--- config.mk ---
export PLATFORM = sky130hd
export DESIGN_NAME = rx
export DESIGN_NICKNAME = d
export VERILOG_FILES = /design/src/rtl/rx.sv
export SDC_FILE = /design/constraint.sdc
export NUM_CORES = 1
export LEC_CHECK = 0
export CAP_MARGIN = 15
export CELL_PAD_IN_SITES_DETAIL_PLACEMENT = 2
export CELL_PAD_IN_SITES_GLOBAL_PLACEMENT = 2
export CORE_MARGIN = 2
export CORE_UTILIZATION = 41
export DETAILED_ROUTE_END_ITERATION = 8
export DONT_BUFFER_PORTS = 1
export PLACE_DENSITY = 0.77
export SLEW_MARGIN = 20
export SYNTH_ARGS = -nofsm -noshare
export SYNTH_HDL_FRONTEND = slang
export SYNTH_SLANG_ARGS = --single-unit
--- constraint.sdc ---
create_clock -name clk -period 4.65 [get_ports clk]
set_input_delay 0.93 -clock clk [delete_from_list [all_inputs] [get_ports clk]]
set_output_delay 0.93 -clock clk [all_outputs]
set_load 0.02 [all_outputs]
--- src/rtl/rx.sv ---
// 8N1 serial receiver for the mini-spart UART datapath: 16x oversampled start
// detect, LSB-first shift-in, stop check, with ready/framing/overrun flags.
module rx (
    input  logic       clk,
    input  logic       rst,
    input  logic       RxD,
    input  logic       en,
    input  logic       clr_rda,
    output logic [7:0] data,
    output logic       rda,
    output logic       ferr,
    output logic       ovr
);

    // state | meaning
    // IDLE  | waiting for rx_s low; en ignored
    // START | counting to mid start bit to confirm or reject it
    // DATA  | sampling 8 data bits at mid-bit, LSB first
    // STOP  | sampling stop bit, loading the frame into the outputs
    typedef enum logic [1:0] {IDLE, START, DATA, STOP} state_t;

    state_t      state;
    logic        rx_meta;
    logic        rx_s;
    logic [3:0]  tcnt;
    logic [2:0]  bcnt;
    logic [7:0]  shreg;

    always_ff @(posedge clk) begin
        if (rst) begin
            state   <= IDLE;
            rx_meta <= 1'b1;
            rx_s    <= 1'b1;
            tcnt    <= 4'd0;
            bcnt    <= 3'd0;
            shreg   <= 8'h00;
            data    <= 8'h00;
            rda     <= 1'b0;
            ferr    <= 1'b0;
            ovr     <= 1'b0;
        end else begin
            rx_meta <= RxD;
            rx_s    <= rx_meta;

            // A load in STOP below overrides this clear when both land together.
            if (clr_rda) begin
                rda <= 1'b0;
                ovr <= 1'b0;
            end

            case (state)
                IDLE: begin
                    if (!rx_s) begin
                        tcnt  <= 4'd0;
                        state <= START;
                    end
                end
                START: begin
                    if (en) begin
                        if (tcnt == 4'd7) begin
                            if (!rx_s) begin
                                tcnt  <= 4'd0;
                                bcnt  <= 3'd0;
                                state <= DATA;
                            end else begin
                                state <= IDLE;
                            end
                        end else begin
                            tcnt <= tcnt + 4'd1;
                        end
                    end
                end
                DATA: begin
                    if (en) begin
                        tcnt <= tcnt + 4'd1;
                        if (tcnt == 4'd15) begin
                            shreg <= {rx_s, shreg[7:1]};
                            bcnt  <= bcnt + 3'd1;
                            if (bcnt == 3'd7) begin
                                tcnt  <= 4'd0;
                                state <= STOP;
                            end
                        end
                    end
                end
                STOP: begin
                    if (en) begin
                        tcnt <= tcnt + 4'd1;
                        if (tcnt == 4'd15) begin
                            data  <= shreg;
                            rda   <= 1'b1;
                            ferr  <= ~rx_s;
                            ovr   <= rda & ~clr_rda;
                            state <= IDLE;
                        end
                    end
                end
                default: state <= IDLE;
            endcase
        end
    end

endmodule

== Word level (Yosys, flattened, before mapping) ==
Cells that the tools add are included.
Storage, ports and cells
  register bits after elaboration: 30
  bits in latches: 0
  bits in writable memories: 0
  bits in read-only memories: 0
  output and inout port bits: 11
  word-level logic and storage cells: 69
  memories: 0
Operators by class
  add/sub/neg operators: 2
  multipliers: 0
  div/mod/pow operators: 0
  magnitude comparators: 0
  eq/ne operators: 15
  shift operators: 0
  muxes and demuxes: 32
  bitwise logic cells: 3
  reductions and logical operators: 7
Operator list (count)
  $mux W4: 7
  $mux W2: 9
  $ne A2 B2 Y1 const B: 9
  $pmux W4 S4: 1
  $mux W3: 5
  $reduce_and A3 Y1: 3
  $mux W1: 8
  $pmux W2 S4: 1
  $reduce_and A8 Y1: 1
  $pmux W3 S2: 1
  $reduce_and A6 Y1: 1
  $add A4 B1 Y4 const B: 1
  $eq A2 B2 Y1 const B: 2
  $eq A4 B3 Y1 const B: 1
  $eq A4 B4 Y1 const B: 1
  $add A3 B1 Y3 const B: 1
  $eq A3 B3 Y1 const B: 1
  $eq A2 B1 Y1 const B: 1
  $logic_not A2 Y1: 1
  $not A1 Y1: 2
  $reduce_bool A2 Y1: 1
  $and A1 B1 Y1: 1

== Depth between registers and ports, before layout ==
  depth after elaboration: 5
  depth in mapped cells: 6
  gate-level depth less buffers: 6

== Worst setup path before layout ==
OpenSTA, ideal clock, no wires.
  path type: input to register
  from: input en
  to: register data[0]
  arrival time: 1.558 ns
  data required time: 4.522 ns
  path slack: 2.965 ns
  stages: 4
  buffers on the path: 1
  cells stage by stage: and4_1 -> buf_4 -> mux2i_1 -> nor2_1
Between the ends
  word-level cells in the longest chain between the ends: 1
RTL lines
  from (decl): RTL line 7  | input logic en,
  $reduce_and A3 Y1 (no source line)
  to (signal assigned): RTL line 90  | data <= shreg;
  to (decl): RTL line 9  | output logic [7:0] data,
No other way between the ends.
A chain may end at the register's enable or synchronous reset.

== Worst setup path after layout ==
  from: register tcnt[0]
  to: register ovr
Between the ends
  word-level cells in the longest chain between the ends: 4
RTL lines
  from (decl): RTL line 25  | logic [3:0] tcnt;
  from (signal assigned): RTL line 69  | tcnt <= tcnt + 4'd1;
  from (signal assigned): RTL line 75  | tcnt <= tcnt + 4'd1;
  from (signal assigned): RTL line 88  | tcnt <= tcnt + 4'd1;
  $eq A4 B4 Y1: RTL line 89  | if (tcnt == 4'd15) begin
  $mux W1: RTL line 89
  $mux W1: RTL line 87  | if (en) begin
  $mux W1: RTL line 51  | case (state)
  to (signal assigned): RTL line 93  | ovr <= rda & ~clr_rda;
  to (decl): RTL line 12  | output logic ovr
No other way between the ends.

==> results.cfg <==
[sta]
fmax_mhz = 515
period_minus_slack_ps = 1940
slew_violations = 0
hold_violations = 0
setup_viol = 0
totalNegativeSetupSlack_ps = 0
timing.final.crit_share = 0.417
worst_clock_skew_ps = 8.08
rsz0062_at_grt = false
max_slew_margin = 0.557
tightest_slew_ps = 665
fin_ws_ps = 2710

[placement]
dpl.hpwl_um = 1980
post-place-ws_ps = 2640
placed_cells = 170
place_congestion = 0.822
port_buffers = 0

[synth]
synth-seq-cells = 30
synth_xor_xnor_area_share = 0.00674
synth_ff_type = dfxtp_1
synth.area.mux_share = 0.139
synth-edff-count = 0
synth-simple-area-share = 0.207
synthCells = 134
ys_async_sr_fraction = 0
synth_area_um2 = 1300
yosysUniqueCellTypes = 34
synthAdderAreaFrac = 0.0289
synth_nets = 142
syn_avg_cell_area_um2 = 9.70
synth-compound-area-share = 0.114
synth_top_family_by_area = simple AND/OR/NAND/NOR gates
synth_seq_area_share = 0.462
ys_warn_count = 0

[clocking]
clock_path_buffers = 2
clk_pin_slew_ps = 90
ctsHoldBuffers = 0
htreeDepth = 2
root_buffer = clkbuf_4
cts.sinks = 30
cts_setup_buffers = 0
cts_tree = yes
cts_resized = 0
clock_latency_ps = 320
numCtsBuffers = 5

[global_routing]
grt_overflow = 0
grt_antenna_before_repair = 0
grt_pass1_vias = 1013
grt_max_degree = 31
grt_pass1_wl_um = 4600
grt_usage = 0.178

[cells_and_area]
multi_input_area_um2 = 643
final_cells = 176
syn_to_final_growth_pct = 4.72
regArea_um2 = 601
diodes = 0
fill_cells = 343
fin_nets = 141
drive_gt1_frac = 0.106

[floorplan]
die_area_um2 = 3640
core-area_um2 = 3030
row_count = 20
die_h_um = 60.3
start_util = 0.429
chipWidth_um = 60.3
design.portCount = 16

[drt]
via_per_inst = 5.42
dr.pass1.iters = 4
wl_um = 2750
drc = 0
via_count = 954
ant_nets = 0
wire_per_inst_um = 15.6
drt_iter0_drc = 22

[setup_path]
rr_endpoint = ovr
startpoint = tcnt[0]
r2r_slack_ps = 2710
crit_chain = ha_1 -> and3_1 -> and4_1 -> mux2i_1 -> nor3_1
start_kind = register
critical_path_required_ps = 4860
max_stage_delay_ps = 640
r2r-start = tcnt[0]
arrival_ps = 2150
crit_type = register to register
crit_slowest_cell = and4_1
worstSetupEndpointType = register
worst-path-max-fanout = 11
reg2regPathDepth = 5

[outcome]
status = finished, final reports clean

[pwr]
leakagePower_nw = 0.458
power_density_nw_per_um2 = 309
vdd_drop_max_mv = 0.153

[hold_path]
min-delay-start = rx_meta
holdPathStages = 1
min_path_type = register to register
hold_end = rx_s

[flow_run]
cap_violations = 0
## cell type report
cell class / count / share of cell area
multi-input combinational: 93 / 0.472
clock buffer: 6 / 0.0377
sequential: 30 / 0.441
tap: 44 / 0.0404
inverter: 3 / 0.00827
## cells by family (layout without fill, tap and decap cells)
kind of cell / Yosys count / after routing
muxes: 18 / 18
and+or+nand+nor: 51 / 51
buffers and inverters: 11 / 9
DFF: 30 / 30
xor gates and xnor gates: 1 / 1
adders and majority gates: 3 / 3
AOI/OAI and AO/OA: 20 / 20
## per-stage QoR
step	cell area, µm²	utilization	power (mW)	hold WS (ps)
6_report	1360	0.450	0.420	415
5_1_grt	1360	0.450	0.440	438
4_1_cts	1360	0.450	0.429	419
3_5_place_dp	1310	0.433	0.277	398
3_3_place_gp	1310	0.433	0.276	392
2_1_floorplan	1300	-	0.278	389
## worst max path at each step
stage / slack (ps) / end / depth (start not counted)
6_report: 2710 / ovr / 5
5_1_grt: 2570 / data[2] / 5
4_1_cts: 2710 / ovr / 5
3_5_place_dp: 2640 / ovr / 3
3_3_place_gp: 2680 / ovr / 3
2_1_floorplan: 2960 / data[0] / 4
## per-layer routing
metal	share of wire	global-route usage	wire length, µm	vias up
met5	0	0	0	-
met4	0.015	0.0857	40	0
met3	0.043	0.0584	117	5
met2	0.53	0.311	1440	15
met1	0.42	0.193	1140	470
li1	-	-	-	464
## cell usage after synthesis (2+ instances only)
library cell | number | share of area
ha_1 | 3 | 0.029
or2_2 | 3 | 0.014
mux2i_1 | 18 | 0.14
a21oi_1 | 6 | 0.023
and3_1 | 3 | 0.014
dfxtp_1 | 30 | 0.46
nand2b_1 | 5 | 0.024
nand2_1 | 3 | 0.0087
a21oi_2 | 2 | 0.013
nor2_1 | 22 | 0.064
nand3_1 | 3 | 0.012
clkbuf_1 | 3 | 0.0087
a32oi_1 | 2 | 0.013
inv_1 | 3 | 0.0087
nor3_1 | 2 | 0.0077
buf_2 | 3 | 0.012
nand3b_1 | 3 | 0.017
o21ai_0 | 3 | 0.012
a311oi_1 | 2 | 0.013
## sequential cells by signal (all words and copies together) (netlist names), named ones only
name,cells
shreg,8
data,8
bcnt,3
ferr,1
rda,1
tcnt,4
rx_s,1
state,1
ovr,1
rx_meta,1
## layout by cell type, fill, tap and decap left out
master and count:
dfxtp_1 30, nor2_1 22, mux2i_1 18, a21oi_1 6, nand2b_1 5, clkbuf_4 5, and3_1 3, or2_2 3
nand3b_1 3, nand2_1 3, o21ai_0 3, nand3_1 3, inv_1 3, ha_1 3, a32oi_1 2, a21oi_2 2
nor3_1 2, a311oi_1 2, nor2b_1 1, and2_1 1, nand4bb_1 1, o21bai_1 1, and4_1 1, nand4_1 1
o211ai_1 1, or3_1 1, or4b_4 1, a21boi_4 1, a31oi_1 1, o21ba_2 1, xnor2_1 1, clkbuf_8 1
## worst max-delay path, delay by kind of cell (launching register included)
kind | cells | cell delay (ps)
simple gates | 3 | 900
fa+ha+maj | 1 | 270
mux | 1 | 280
flops | 1 | 380
## report_power, final
group | internal, mW | leakage, nW | switching [mW]
combinational | 0.00459 | 0.186 | 0.00417
sequential | 0.258 | 0.242 | 0.00344
clock | 0.0680 | 0.0302 | 0.0814
(Power assumes the default switching activity.)
